**config.mk**
```make
export PLATFORM = sky130hd
export DESIGN_NAME = cache_write_ctrl
export DESIGN_NICKNAME = d
export VERILOG_FILES = /design/src/rtl/cache_write_ctrl.sv
export SDC_FILE = /design/constraint.sdc
export NUM_CORES = 1
export LEC_CHECK = 0
export CORE_UTILIZATION = 60
export CTS_BUF_LIST = sky130_fd_sc_hd__clkbuf_8
export DETAILED_ROUTE_END_ITERATION = 16
export PLACE_DENSITY = 0.85
export SETUP_SLACK_MARGIN = 0.2
export SLEW_MARGIN = 20
export SYNTH_ARGS = -nofsm -noshare
export SYNTH_HDL_FRONTEND = slang
export SYNTH_SLANG_ARGS = --single-unit
```
**constraint.sdc**
```tcl
create_clock -name clk -period 7.9 [get_ports clk]
set_clock_uncertainty 0.15 [all_clocks]
set_input_delay 1.975 -clock clk [delete_from_list [all_inputs] [get_ports clk]]
set_output_delay 1.975 -clock clk [all_outputs]
set_load 0.02 [all_outputs]
```
**src/rtl/cache_write_ctrl.sv**
```systemverilog
// Write-path controller for the rasterizer cache: posted-write FIFO drained through LOOKUP/HIT/STALL.
// Optional feature: define WRITE_COALESCE_EN to merge same-address pushes into the newest entry.
module cache_write_ctrl #(
   parameter int unsigned ADDR_W    = 16,
   parameter int unsigned DATA_W    = 32,
   parameter int unsigned DEPTH     = 4,
   parameter int unsigned STALL_MAX = 255
) (
   input  logic                     clk,
   input  logic                     rst,
   input  logic                     upd_valid,
   output logic                     upd_ready,
   input  logic [ADDR_W-1:0]        upd_addr,
   input  logic [DATA_W-1:0]        upd_data,
   output logic [ADDR_W-1:0]        lkp_addr,
   input  logic                     lkp_hit,
   output logic                     fill_req,
   output logic                     wr_en,
   output logic [ADDR_W-1:0]        wr_addr,
   output logic [DATA_W-1:0]        wr_data,
   output logic [1:0]               write_state,
   output logic [$clog2(DEPTH):0]   buf_count,
   output logic                     stall_timeout
);

   localparam int unsigned PTR_W      = $clog2(DEPTH);
   localparam int unsigned CNT_W      = PTR_W + 1;
   localparam int unsigned SCNT_W     = (STALL_MAX > 1) ? $clog2(STALL_MAX) : 1;
   localparam int unsigned STALL_LAST = (STALL_MAX != 0) ? STALL_MAX - 1 : 0;

   typedef enum logic [1:0] {
      IDLE   = 2'b00,
      HIT    = 2'b01,
      STALL  = 2'b10,
      LOOKUP = 2'b11
   } state_t;

   state_t              state_q, state_d;
   logic [PTR_W-1:0]    rd_ptr_q, wr_ptr_q, newest;
   logic [CNT_W-1:0]    count_q, count_d;
   logic [SCNT_W-1:0]   scnt_q, scnt_d;
   logic [ADDR_W-1:0]   addr_mem [DEPTH];
   logic [DATA_W-1:0]   data_mem [DEPTH];
   logic                push, pop, coalesce, alloc;

   assign upd_ready = (count_q < CNT_W'(DEPTH));
   assign push      = upd_valid && upd_ready;
   assign pop       = (state_q == HIT);
   assign newest    = wr_ptr_q - PTR_W'(1);

   // The head is only safe to merge into while nothing has started servicing it.
`ifdef WRITE_COALESCE_EN
   assign coalesce = push && (addr_mem[newest] == upd_addr) &&
                     ((count_q >= CNT_W'(2)) || ((count_q == CNT_W'(1)) && (state_q == IDLE)));
`else
   assign coalesce = 1'b0;
`endif
   assign alloc     = push && !coalesce;
   assign count_d   = count_q + CNT_W'(alloc) - CNT_W'(pop);

   // Next-state and stall-timer logic
   always_comb begin
      state_d       = state_q;
      scnt_d        = scnt_q;
      stall_timeout = 1'b0;
      case (state_q)
         IDLE: begin
            scnt_d = '0;
            if (count_q != '0) state_d = LOOKUP;
         end
         LOOKUP: begin
            scnt_d  = '0;
            state_d = lkp_hit ? HIT : STALL;
         end
         STALL: begin
            if (lkp_hit) begin
               state_d = HIT;
               scnt_d  = '0;
            end else if ((STALL_MAX != 0) && (scnt_q == SCNT_W'(STALL_LAST))) begin
               state_d       = LOOKUP;
               stall_timeout = 1'b1;
               scnt_d        = '0;
            end else begin
               scnt_d = scnt_q + SCNT_W'(1);
            end
         end
         HIT: begin
            scnt_d  = '0;
            state_d = (count_d != '0) ? LOOKUP : IDLE;
         end
         default: begin
            state_d = IDLE;
            scnt_d  = '0;
         end
      endcase
   end

   always_ff @(posedge clk) begin
      if (!rst) begin
         state_q  <= IDLE;
         rd_ptr_q <= '0;
         wr_ptr_q <= '0;
         count_q  <= '0;
         scnt_q   <= '0;
      end else begin
         state_q <= state_d;
         scnt_q  <= scnt_d;
         count_q <= count_d;
         if (alloc) wr_ptr_q <= wr_ptr_q + PTR_W'(1);
         if (pop)   rd_ptr_q <= rd_ptr_q + PTR_W'(1);
      end
   end

   // Entry storage is deliberately not reset; the pointers alone define validity.
   always_ff @(posedge clk) begin
      if (alloc) begin
         addr_mem[wr_ptr_q] <= upd_addr;
         data_mem[wr_ptr_q] <= upd_data;
      end else if (coalesce) begin
         data_mem[newest] <= upd_data;
      end
   end

   assign lkp_addr    = addr_mem[rd_ptr_q];
   assign wr_addr     = addr_mem[rd_ptr_q];
   assign wr_data     = data_mem[rd_ptr_q];
   assign wr_en       = (state_q == HIT);
   assign fill_req    = (state_q == STALL);
   assign write_state = state_q;
   assign buf_count   = count_q;

endmodule
```
==> metrics.cfg <==
[status]
outcome = complete, no violations

[grt]
grt-ovfl-total = 0
grt_max_degree = 49
grt_pass1_wl_um = 20500
grt_antenna_before_repair = 0
grt_pass1_vias = 4160
grt_usage = 0.208

[routing]
wl_per_cell_um = 19.4
via_per_inst = 5.55
routed-via-count = 3841
drtPass1Iterations = 4
routed_wl_um = 13500
ant_nets = 0
drtIter0Drc = 256
route.detailed.drc = 0

[logic_synthesis]
synth.avg_cell_area_sq_um = 22.0
synth_top_area_frac = 0.725
syn_area_sq_um = 7960
synthCells = 361
synth_common_cells = edfxtp_1, mux4_2, dfxtp_1, buf_4, and2_1
synth_fp_nets = 421
yosys.area.top_type = edfxtp_1
synthFlopType = edfxtp_1
ys_types = 34
ys_seq_area_frac = 0.772
async_flop_share = 0
ys_top_cells_by_area = edfxtp_1, mux4_2, dfxtp_1, buf_4, ha_1
synth_edf_count = 192
yosysMostFrequentCell = edfxtp_1
synth_seq_cells = 211
yosysWarningCount = 0

[floorplanning]
start_util = 0.623
dieArea_sq_um = 13700
die_h_um = 117
die_w_um = 117
rows = 41
io_pins = 125
coreArea_sq_um = 12800

[final_layout]
diodes = 0
areaGrowthSynthToFinish_pct = 24.3
final_nets = 557
fin_area_sq_um = 9890
final_util = 0.774
fillerInstances = 664
drive_gt1_frac = 0.206

[power_and_ir_drop]
power.density_nw_per_um2 = 336
p_leak_nw = 3.22
ir_drop_mv = 0.269
swShare = 0.291
clkPwrFrac = 0.256
switching_power_mw = 0.967
p_comb_frac = 0.305
p_int_mw = 2.35
p_seq_frac = 0.439

[sta]
timing.fmax_mhz = 182
worstMarginPinSlew_ns = 0.968
rsz0062_at_grt = false
finalCriticalPeriod_ns = 5.51
maxSlewViolCount = 0
finalCritPeriodShare = 0.697
relSlewSlack = 0.355
hold_ws_ns = 0.346
hold_viol_final = 0
finalSetupViolations = 0
tns_ns = 0

[worst_setup_path]
ff2ff_setup_slack_ns = 5.24
path_max_fanout = 3
r2r_end = write_state[1]
ff2ff_path_depth = 7
crit-reg2reg-launch = write_state[0]
crit_top_cell = clkdlybuf4s50_1
worstSetupStartpointType = input port
max_stage_delay_ns = 0.64
crit_path_cell_trace = clkdlybuf4s50_1 > nand2b_1 > nor3_1 > clkdlybuf4s50_1
cp.required_ns = 5.78
crit_type = input port to primary output
crit_path_end_kind = primary output
crit_slowest_cell = clkdlybuf4s50_1
arrival_ns = 3.38

[worst_hold_path]
min_to = scnt_q[0]
min-delay-start = scnt_q[0]
hold_path.class = flop to flop
hold_depth = 1

[cts]
clk_path_buf_depth = 3
hold_buffers = 0
root_buffer = clkbuf_8
insertion_delay_ns = 0.47
cts_tree = done
cts_resized = 0
htree_levels = 2
postCtsSetupRepairBufs = 0
clk_pin_slew_ns = 0.05
cts_sinks = 211
cts_buffers = 34

[placement]
io_buffers = 124
dpl-instance-area_sq_um = 9260
hpwl_um = 8190
gp_congestion = 0.720

[run]
maxCapViolations = 0

worst max path at each step:
stage / start / endpoint / slack (ns) / cells after the start
floorplan: lkp_hit / stall_timeout / 3.20 / 2
global route: lkp_hit / stall_timeout / 2.33 / 4
detailed placement: lkp_hit / stall_timeout / 2.40 / 4
finish: lkp_hit / stall_timeout / 2.39 / 4
CTS: lkp_hit / stall_timeout / 2.37 / 4
global placement: lkp_hit / stall_timeout / 2.43 / 4
cell families after synthesis:
kind of cell,after synthesis,synth area share
muxes,49,0.137
and+or+nand+nor,40,0.0311
buffers and inverters,35,0.0285
adders and majority gates,8,0.0135
DFF,211,0.772
xor gates and xnor gates,8,0.0105
AOI/OAI and AO/OA,10,0.00692
layout make-up:
cell class / count / area [sq um] / area share
Tap cell: 172 / 215 / 0.0218
Clock buffer: 37 / 509 / 0.0515
Timing Repair Buffer: 129 / 1280 / 0.129
Multi-Input combinational cell: 115 / 1590 / 0.161
Sequential cell: 211 / 6150 / 0.622
Clock inverter: 22 / 123 / 0.0124
Inverter: 6 / 22.5 / 0.00228
power groups by stage:
stage | clock network (mW) | registers, mW | logic [mW]
after floorplan | 0 | 1.41 | 0.699
after global placement | 0 | 1.48 | 1.00
after detailed placement | 0 | 1.49 | 1.02
after CTS | 0.867 | 1.47 | 1.02
after global routing | 0.915 | 1.48 | 1.07
final | 0.850 | 1.46 | 1.01
per-stage QoR:
step	setup WS [ns]	power, mW	cells
final	2.39	3.32	692
after global routing	2.33	3.47	692
after CTS	2.37	3.35	692
after detailed placement	2.40	2.51	633
after global placement	2.43	2.48	633
after floorplan	3.20	2.11	361
sequential cells by signal (all words and copies together), names as in the netlist, named ones only:
| signal | cells |
|---|---|
| addr_mem | 64 |
| write_state | 2 |
| rd_ptr_q | 2 |
| buf_count | 3 |
| wr_ptr_q | 2 |
| data_mem | 128 |
| scnt_q | 8 |
metal layers:
layer  track usage  vias to the layer above  part of all wire
met5             0                        -                 0
met1         0.249                     1951              0.40
met2         0.361                      130              0.52
met4        0.0802                        0             0.024
li1              -                     1729                 -
met3        0.0577                       31             0.063
critical path, delay by kind of cell:
family        cells  cell delay, ns
simple gates      2            0.33
buf+inv           2            1.08
placed cells by master, fill, tap and decap left out, types with 6 or more instances in the layout:
| cell | count |
|---|---|
| dfxtp_1 | 17 |
| edfxtp_1 | 192 |
| clkdlybuf4s50_1 | 124 |
| and2_1 | 8 |
| clkinv_1 | 6 |
| inv_1 | 12 |
| clkbuf_8 | 37 |
| clkinv_2 | 8 |
| ha_1 | 7 |
| mux4_2 | 48 |
Note: power is estimated with default switching activity, not from simulation.
